### src/rtl/spike_tick_scheduler.sv
// spike_tick_scheduler: steps a spike core through a run of timesteps.
// Each step pulses start_o with the current tick, then waits for the
// neuron update to start and finish and for the spike output path to
// drain. Tick counts down one per step. A timeout fires if the neuron
// update never starts, and abort_i stops the run at any point.
// Ports:
//   CLK, RST             clock, async active-high reset
//   run_i, abort_i       run request / abort request (one cycle each)
//   cfg_tick_start_i     first tick value, sampled when a run is accepted
//   cfg_num_steps_i      number of steps, sampled when a run is accepted
//   LIF_busy_i           neuron update in progress
//   LIF_done_i           neuron update finished
//   out_idle_i           spike output path drained
//   start_o              one-cycle step launch pulse (registered)
//   tick_o               tick value for the current step
//   control_o            high while a step is in flight
//   busy_o               high whenever the scheduler is not idle
//   done_o               one-cycle run completion pulse (registered)
//   error_o              sticky timeout flag (registered)
//   steps_left_o         remaining steps, including the current one
module spike_tick_scheduler #(
    parameter int INPUT_RESO = 8,
    parameter int TIMEOUT    = 1024
) (
    input  logic                  CLK,
    input  logic                  RST,
    input  logic                  run_i,
    input  logic                  abort_i,
    input  logic [INPUT_RESO-1:0] cfg_tick_start_i,
    input  logic [INPUT_RESO-1:0] cfg_num_steps_i,
    input  logic                  LIF_busy_i,
    input  logic                  LIF_done_i,
    input  logic                  out_idle_i,
    output logic                  start_o,
    output logic [INPUT_RESO-1:0] tick_o,
    output logic                  control_o,
    output logic                  busy_o,
    output logic                  done_o,
    output logic                  error_o,
    output logic [INPUT_RESO-1:0] steps_left_o
);

    localparam int TW = $clog2(TIMEOUT + 1);

    typedef enum logic [2:0] {
        S_IDLE      = 3'd0,
        S_ISSUE     = 3'd1,
        S_WAIT_BUSY = 3'd2,
        S_WAIT_DONE = 3'd3,
        S_DRAIN     = 3'd4,
        S_ADVANCE   = 3'd5,
        S_FINISH    = 3'd6
    } state_t;

    state_t                  state_q, state_d;
    logic [INPUT_RESO-1:0]   tick_q, tick_d;
    logic [INPUT_RESO-1:0]   steps_q, steps_d;
    logic [TW-1:0]           tmo_q, tmo_d;
    logic                    error_q, error_d;
    logic                    start_q, start_d;
    logic                    done_q, done_d;
    logic                    control_q, control_d;
    logic                    busy_q, busy_d;
    logic                    tmo_hit;
    logic                    last_step;

    // The counter is cleared in ISSUE and steps once per WAIT_BUSY
    // cycle; firing when the increment would land on TIMEOUT-1 puts
    // error_o high exactly TIMEOUT cycles after the start_o pulse.
    assign tmo_hit   = (tmo_q == TW'(TIMEOUT - 2));
    assign last_step = (steps_q == INPUT_RESO'(1));

    // State and registered outputs
    always_ff @(posedge CLK or posedge RST) begin
        if (RST) begin
            state_q   <= S_IDLE;
            tick_q    <= '0;
            steps_q   <= '0;
            tmo_q     <= '0;
            error_q   <= 1'b0;
            start_q   <= 1'b0;
            done_q    <= 1'b0;
            control_q <= 1'b0;
            busy_q    <= 1'b0;
        end else begin
            state_q   <= state_d;
            tick_q    <= tick_d;
            steps_q   <= steps_d;
            tmo_q     <= tmo_d;
            error_q   <= error_d;
            start_q   <= start_d;
            done_q    <= done_d;
            control_q <= control_d;
            busy_q    <= busy_d;
        end
    end

    // Next state
    always_comb begin
        state_d = state_q;
        if (abort_i) begin
            state_d = S_IDLE;
        end else begin
            unique case (state_q)
                S_IDLE: begin
                    if (run_i) begin
                        if (cfg_num_steps_i != '0) state_d = S_ISSUE;
                        else                       state_d = S_FINISH;
                    end
                end
                S_ISSUE:     state_d = S_WAIT_BUSY;
                S_WAIT_BUSY: begin
                    if (LIF_busy_i)   state_d = S_WAIT_DONE;
                    else if (tmo_hit) state_d = S_IDLE;
                end
                S_WAIT_DONE: begin
                    if (LIF_done_i && !LIF_busy_i) state_d = S_DRAIN;
                end
                S_DRAIN: begin
                    if (out_idle_i) state_d = S_ADVANCE;
                end
                S_ADVANCE: begin
                    if (last_step) state_d = S_FINISH;
                    else           state_d = S_ISSUE;
                end
                S_FINISH: state_d = S_IDLE;
                default:  state_d = S_IDLE;
            endcase
        end
    end

    // Datapath and output next values. Pulses are computed from the
    // next state so they appear registered in the state they belong to.
    always_comb begin
        tick_d  = tick_q;
        steps_d = steps_q;
        tmo_d   = tmo_q;
        error_d = error_q;
        if (!abort_i) begin
            unique case (state_q)
                S_IDLE: begin
                    if (run_i) begin
                        steps_d = cfg_num_steps_i;
                        error_d = 1'b0;
                        if (cfg_num_steps_i != '0) tick_d = cfg_tick_start_i;
                    end
                end
                S_ISSUE: tmo_d = '0;
                S_WAIT_BUSY: begin
                    if (!LIF_busy_i) begin
                        if (tmo_hit) error_d = 1'b1;
                        else         tmo_d   = tmo_q + TW'(1);
                    end
                end
                S_ADVANCE: begin
                    steps_d = steps_q - INPUT_RESO'(1);
                    if (!last_step) tick_d = tick_q - INPUT_RESO'(1);
                end
                default: begin
                end
            endcase
        end
        start_d   = (state_d == S_ISSUE);
        done_d    = (state_d == S_FINISH);
        control_d = (state_d == S_ISSUE)     ||
                    (state_d == S_WAIT_BUSY) ||
                    (state_d == S_WAIT_DONE) ||
                    (state_d == S_DRAIN);
        busy_d    = (state_d != S_IDLE);
    end

    assign start_o      = start_q;
    assign tick_o       = tick_q;
    assign control_o    = control_q;
    assign busy_o       = busy_q;
    assign done_o       = done_q;
    assign error_o      = error_q;
    assign steps_left_o = steps_q;

endmodule
### config.mk
export PLATFORM = sky130hd
export DESIGN_NAME = spike_tick_scheduler
export DESIGN_NICKNAME = d
export VERILOG_FILES = /design/src/rtl/spike_tick_scheduler.sv
export SDC_FILE = /design/constraint.sdc
export NUM_CORES = 1
export LEC_CHECK = 0
export ABC_CLOCK_PERIOD_IN_PS = 2650
export CORE_UTILIZATION = 57
export CTS_BUF_LIST = sky130_fd_sc_hd__clkbuf_2 sky130_fd_sc_hd__clkbuf_4 sky130_fd_sc_hd__clkbuf_8
export CTS_CLUSTER_DIAMETER = 60
export DETAILED_ROUTE_END_ITERATION = 7
export PLACE_DENSITY = 0.95
export SYNTH_ARGS = -nofsm -noshare
export SYNTH_HDL_FRONTEND = slang
export SYNTH_SLANG_ARGS = --single-unit
### constraint.sdc
create_clock -name CLK -period 2.65 [get_ports CLK]
set_input_delay 0.795 -clock CLK [delete_from_list [all_inputs] [get_ports CLK]]
set_output_delay 0.795 -clock CLK [all_outputs]
set_load 0.05 [all_outputs]
Word-level counts from Yosys, hierarchy flattened --
Cells that the tools add are included.
Word-level totals: flip-flop bits (word level) 35, bits of input ports 23, output and inout port bits 21, word-level logic and storage cells 68
Operators by class: add/subtract/negate cells 3, equality and inequality tests 18, mux-type cells 22, bitwise logic cells 1, reduce and logical (&&, ||, !) cells 15
Operators with widths (count):
- $mux 8 | 4
- $pmux 8 s2 | 2
- $mux 3 | 8
- $mux 11 | 2
- $pmux 11 s2 | 1
- $pmux 3 s6 | 1
- $sub 8x1->8 const B | 2
- $eq 3x2->1 const B | 4
- $eq 3x3->1 const B | 4
- $ne 2x2->1 const B | 6
- $add 11x1->11 const B | 1
- $eq 11x10->1 const B | 1
- $reduce_and 5->1 | 2
- $eq 8x1->1 const B | 1
- $reduce_bool 8->1 | 1
- $eq 3x1->1 const B | 2
- $reduce_bool 2->1 | 3
- $reduce_and 4->1 | 1
- $logic_not 3->1 | 1
- $logic_or 1x1->1 | 3
- $mux 1 | 3
- $reduce_and 3->1 | 1
- $reduce_bool 3->1 | 1
- $pmux 1 s2 | 1
- other kinds (3) | 3

Longest topological paths before layout --
depth in word-level cells 9, depth in mapped cells 8, depth with buffers taken out 7

Worst setup path before layout --
No wires, ideal clock.
path type input to register, from input port run_i, to register tick_q[4] (netlist: tick_o[4]), library setup time 0.129 ns, data arrival time 2.075 ns, required time 2.521 ns, slack 0.446 ns, stages on the path 6, path buffers 1, path through or3b_4 a211oi_4 nand3_2 buf_2 o21ai_0 o21ai_0
Between the ends: longest elaborated chain between the ends 2
Ends and longest elaborated chain:
- start: declaration | line 27 | input logic run_i,
- $ne 2x2->1 (no line)
- $reduce_and 5->1 (no line)
- end signal: assignment | line 87 | tick_q <= tick_d;
- end: declaration | line 56 | logic [INPUT_RESO-1:0] tick_q, tick_d;
No other way between the ends. A chain may end at the register's enable or synchronous reset.

Worst setup path after layout --
from input port run_i, to register tick_q[7] (netlist: tick_o[7])
The elaborated chain is that of the path after synthesis.

==> flow_summary.html <==
<table>
<tr><th>Metric</th><th>Value</th></tr>
<tr><th colspan="2">Final layout</th></tr>
<tr><td>Commonest cells after routing, fill and taps aside</td><td>clkdlybuf4s50_1 (43), dfrtp_1 (35), nor2_1 (34)</td></tr>
<tr><td>Area grow syn2layout</td><td>29.4%</td></tr>
<tr><td>Most common library cell in the layout ignoring fill and taps</td><td>clkdlybuf4s50_1</td></tr>
<tr><td>Number of antenna cells inserted</td><td>0</td></tr>
<tr><td>Core utilization of the finished layout</td><td>80.1%</td></tr>
<tr><td>Number of nets in the finished design</td><td>335</td></tr>
<tr><td>Fraction of final layout cells sized beyond drive strength 1</td><td>11.0%</td></tr>
<tr><th colspan="2">Worst hold path</th></tr>
<tr><td>Cells on Worst Hold Path</td><td>1</td></tr>
<tr><td>Worst hold path type</td><td>register to register</td></tr>
<tr><td>Worst hold path startpoint</td><td>tmo_q[4]</td></tr>
<tr><th colspan="2">Worst setup path</th></tr>
<tr><td>Worst endpoint required time</td><td>2.87 ns</td></tr>
<tr><td>Cells along the critical path</td><td>clkdlybuf4s50_1 &gt; or3b_4 &gt; a211oi_4 &gt; nand3_2 &gt; buf_4 &gt; a21oi_1 &gt; a2bb2oi_1</td></tr>
<tr><td>Crit Path Class</td><td>primary input to register</td></tr>
<tr><td>Crit path depth</td><td>7</td></tr>
<tr><td>Peak per-stage delay on the critical path</td><td>0.50 ns</td></tr>
<tr><td>Arrival time at the worst endpoint</td><td>2.66 ns</td></tr>
<tr><td>Dominant delay contributor by cell family on the critical path</td><td>buffers and inverters</td></tr>
<tr><td>Worst path buffer plus inverter count</td><td>2</td></tr>
<tr><td>Peak fanout along the critical path</td><td>6</td></tr>
<tr><td>Critical register-to-register path startpoint</td><td>state_q[0]</td></tr>
<tr><td>Depth of the most critical reg-to-reg path</td><td>6</td></tr>
<tr><td>Critical Path Source Type</td><td>primary input</td></tr>
<tr><td>Category of the worst setup path capture point</td><td>register</td></tr>
<tr><td>Critical path's slowest cell</td><td>clkdlybuf4s50_1</td></tr>
<tr><td>Worst setup path startpoint</td><td>run_i</td></tr>
<tr><th colspan="2">Clocking</th></tr>
<tr><td>CTS Hold Bufs</td><td>0</td></tr>
<tr><td>CTS root buf</td><td>clkbuf_8</td></tr>
<tr><td>Clock buffers created by TritonCTS</td><td>5</td></tr>
<tr><td>CTS H-tree lvls</td><td>2</td></tr>
<tr><td>Skew-Pair Late Insertion Delay</td><td>0.30 ns</td></tr>
<tr><td>Number of instances resized during post-cts repair</td><td>0</td></tr>
<tr><td>Number of buffers on the longest clock path</td><td>2</td></tr>
<tr><td>CTS sink cnt</td><td>35</td></tr>
<tr><td>Register clock-pin slew on the reported worst setup and hold paths</td><td>0.07 ns</td></tr>
<tr><td>Post-CTS repair timing setup buffer count</td><td>0</td></tr>
<tr><td>CTS tree</td><td>done</td></tr>
<tr><th colspan="2">Global routing</th></tr>
<tr><td>Largest net degree at the start of global routing</td><td>36</td></tr>
<tr><td>Leftover overflow at the end of global routing</td><td>0</td></tr>
<tr><td>Fraction of met2 tracks used by global routing</td><td>51.5%</td></tr>
<tr><td>Wire length of the first global-routing pass</td><td>9650 um</td></tr>
<tr><td>Global-route usage over all layers</td><td>approximately a third</td></tr>
<tr><td>Met3 usage</td><td>5.80%</td></tr>
<tr><td>Busiest grt layer</td><td>met2</td></tr>
<tr><td>Number of antenna violations at the first check in global routing</td><td>0</td></tr>
<tr><td>Vias in the first global route</td><td>slightly above 2000</td></tr>
<tr><td>GR Util met1</td><td>39.2%</td></tr>
<tr><th colspan="2">Synth</th></tr>
<tr><td>Synth Area in Simple Gates</td><td>25.7%</td></tr>
<tr><td>Count of flip-flops with a built-in enable after synthesis</td><td>0</td></tr>
<tr><td>Unique masters post-synth</td><td>50</td></tr>
<tr><td>Proportion of netlist area held by the largest area contributor</td><td>40.8%</td></tr>
<tr><td>Flip-flop and latch count after synthesis</td><td>35</td></tr>
<tr><td>Synthesized cell area</td><td>2150 um^2</td></tr>
<tr><td>Mux share of post-synthesis cell area</td><td>0.524%</td></tr>
<tr><td>Yosys top cell by area</td><td>dfrtp_1</td></tr>
<tr><td>Dominant combinational cell family by area after synthesis</td><td>simple AND/OR/NAND/NOR gates</td></tr>
<tr><td>Leading post-synthesis cells by cell area</td><td>dfrtp_1 (41%), o21ai_0 (6.5%), nor2_1 (5.9%)</td></tr>
<tr><td>Compound-Gate Fraction of Synth Area</td><td>between 20% and 30%</td></tr>
<tr><td>Ys Warns</td><td>0</td></tr>
<tr><td>Syn nets</td><td>282</td></tr>
<tr><td>Xor and xnor fraction of the mapped netlist area</td><td>0%</td></tr>
<tr><td>Top FF cell, synth</td><td>dfrtp_1</td></tr>
<tr><td>Async set-reset flop share out of synthesis</td><td>between 90% and 100%</td></tr>
<tr><td>Number of standard cells after synthesis</td><td>254</td></tr>
<tr><td>Share of synthesized area occupied by flip-flops and latches</td><td>about two fifths</td></tr>
<tr><td>Adder and majority gate portion of the synthesized area</td><td>2.91%</td></tr>
<tr><td>Post-synthesis area per instance</td><td>roughly 8.5 um^2</td></tr>
<tr><th colspan="2">STA</th></tr>
<tr><td>Final-report setup violation count</td><td>0</td></tr>
<tr><td>Measured slew at the worst slew-check pin</td><td>approximately 0.53 ns</td></tr>
<tr><td>Clock Skews</td><td>0.00751 ns</td></tr>
<tr><td>Hold Slack</td><td>0.502 ns</td></tr>
<tr><td>Final hold vios</td><td>0</td></tr>
<tr><td>Final critical delay including setup and external delays</td><td>2.44 ns</td></tr>
<tr><td>Unrepaired setup endpoints after global routing</td><td>false</td></tr>
<tr><td>Max-Slew Margin vs Limit</td><td>around 65%</td></tr>
<tr><td>Pins Over Slew Limit</td><td>0</td></tr>
<tr><td>Max Clock Freq</td><td>between 400 and 500 MHz</td></tr>
<tr><td>Tcrit/Tclk final</td><td>91.9%</td></tr>
<tr><th colspan="2">Power and ir drop</th></tr>
<tr><td>Switching Fraction</td><td>~44%</td></tr>
<tr><td>Share of total power in the clock network</td><td>18.7%</td></tr>
<tr><td>Maximum ir drop on the vdd rail</td><td>approximately 0.46 mV</td></tr>
<tr><td>Sequential Power Share</td><td>between 30% and 40%</td></tr>
<tr><td>Relative contribution of combinational cells to total power</td><td>42.4%</td></tr>
<tr><td>Internal power component</td><td>1.15 mW</td></tr>
<tr><td>Leakage power total</td><td>1.16 nW</td></tr>
<tr><td>Total power divided by cell area</td><td>737 nW/um^2</td></tr>
<tr><td>Switch Pwr</td><td>0.901 mW</td></tr>
<tr><th colspan="2">Place</th></tr>
<tr><td>Final estimated routing congestion in global placement</td><td>about 0.9</td></tr>
<tr><td>I/O Buffers</td><td>between 40 and 50</td></tr>
<tr><td>DPL Wire Length</td><td>around 3800 um</td></tr>
<tr><th colspan="2">Route</th></tr>
<tr><td>Number of detailed-routing iterations run before antenna repair</td><td>4</td></tr>
<tr><td>Number of nets with antenna violations after detailed routing</td><td>0</td></tr>
<tr><td>Total routed wirelength</td><td>5850 um</td></tr>
<tr><td>Via density</td><td>6.21</td></tr>
<tr><td>Number of DRC markers in iteration 0</td><td>roughly 370</td></tr>
<tr><td>DRC errors left</td><td>0</td></tr>
<tr><td>Total via count after detailed routing</td><td>2200</td></tr>
<tr><td>WL per Instance</td><td>16.5 um</td></tr>
<tr><th colspan="2">Run status</th></tr>
<tr><td>Outcome</td><td>complete, no violations</td></tr>
<tr><th colspan="2">Die</th></tr>
<tr><td>Die area</td><td>4020 um^2</td></tr>
<tr><td>Die Ht</td><td>63.4 um</td></tr>
<tr><td>Std cell rows</td><td>21</td></tr>
<tr><td>Effective utilization at floorplan</td><td>about three fifths</td></tr>
<tr><td># IOs</td><td>44</td></tr>
<tr><td>Die boundary width</td><td>63.4 um</td></tr>
<tr><td>Core box area</td><td>around 3500 um^2</td></tr>
<tr><th colspan="2">Flow run</th></tr>
<tr><td>Max cap viols</td><td>0</td></tr>
</table>
path summary, 6_finish.rpt:
check / slack, ns / endpoint
setup / recovery: 0.21 / tick_o[7]
hold / removal: 0.50 / tmo_q[4]
setup reg to reg: 0.51 / tmo_q[9]
hold reg to reg: 0.50 / tmo_q[4]
max in group asynchronous: 1.44 / tmo_q[9]
min in group asynchronous: 0.89 / tick_o[0]
layer usage:
layer,vias up,wire [um]
met4,0,167
met1,1051,2420
met5,-,0
met3,19,339
li1,1036,-
met2,94,2920
flip-flops by register name, summed over array words and instances, names as in the netlist:
register,flops
steps_left_o,8
start_o,1
tmo_q,11
tick_o,8
state_q,3
busy_o,1
done_o,1
control_o,1
error_o,1
power groups by stage:
stage / sequential (mW) / combinational (mW) / clock [mW]
after global routing: 0.810 / 0.920 / 0.409
final: 0.796 / 0.869 / 0.383
after detailed placement: 0.793 / 0.853 / 0
after CTS: 0.788 / 0.867 / 0.386
after global placement: 0.788 / 0.832 / 0
after floorplan: 1.04 / 0.292 / 0
synthesized netlist by cell type, drive strengths merged (2+ instances only):
cell type,count
dfrtp,35
nor2,34
o21ai,29
a21oi,21
nand3,18
nand2,16
inv,10
clkbuf,8
o31ai,7
a31oi,6
and3,5
buf,5
ha,5
nor3,5
a211oi,3
a2bb2oi,3
nand2b,3
nand3b,3
nor2b,3
nor4,3
nor4b,3
a211o,2
and3b,2
o211ai,2
o22ai,2
o311ai,2
or3,2
or3b,2
or4,2
kinds of logic (layout without fill, tap and decap cells):
kind of cell | after synthesis | in the layout
adders and majority gates | 5 | 5
DFF | 35 | 35
AOI/OAI and AO/OA | 83 | 83
muxes | 1 | 1
buffers and inverters | 23 | 77
and+or+nand+nor | 107 | 107
stage by stage:
stage	instances	TNS, ns	setup slack [ns]	instance area, um^2	power [mW]
detailed placement	346	-0.173	-0.0507	2700	1.65
finish	354	0	0.215	2780	2.05
global placement	346	-0.00657	-0.00657	2700	1.62
CTS	354	0	0.221	2780	2.04
global route	354	0	0.145	2780	2.14
floorplan	254	0	0.446	2150	1.33
worst reg2reg max path, stage by stage (launching register included):
cell	delay, ns
dfrtp_1	0.54
or3b_1	0.48
a31oi_2	0.24
o211ai_2	0.12
or2_0	0.22
buf_4	0.18
o311ai_2	0.26
cell type report:
class,instances,area (um^2)
Clock buffer,5,68.8
Clock inverter,3,15.0
Inverter,10,37.5
Multi-Input combinational cell,196,1170
Sequential cell,35,876
Timing Repair Buffer,59,551
Tap cell,46,57.6
Fill cell,218,689
Note: power is estimated with default switching activity, not from simulation.
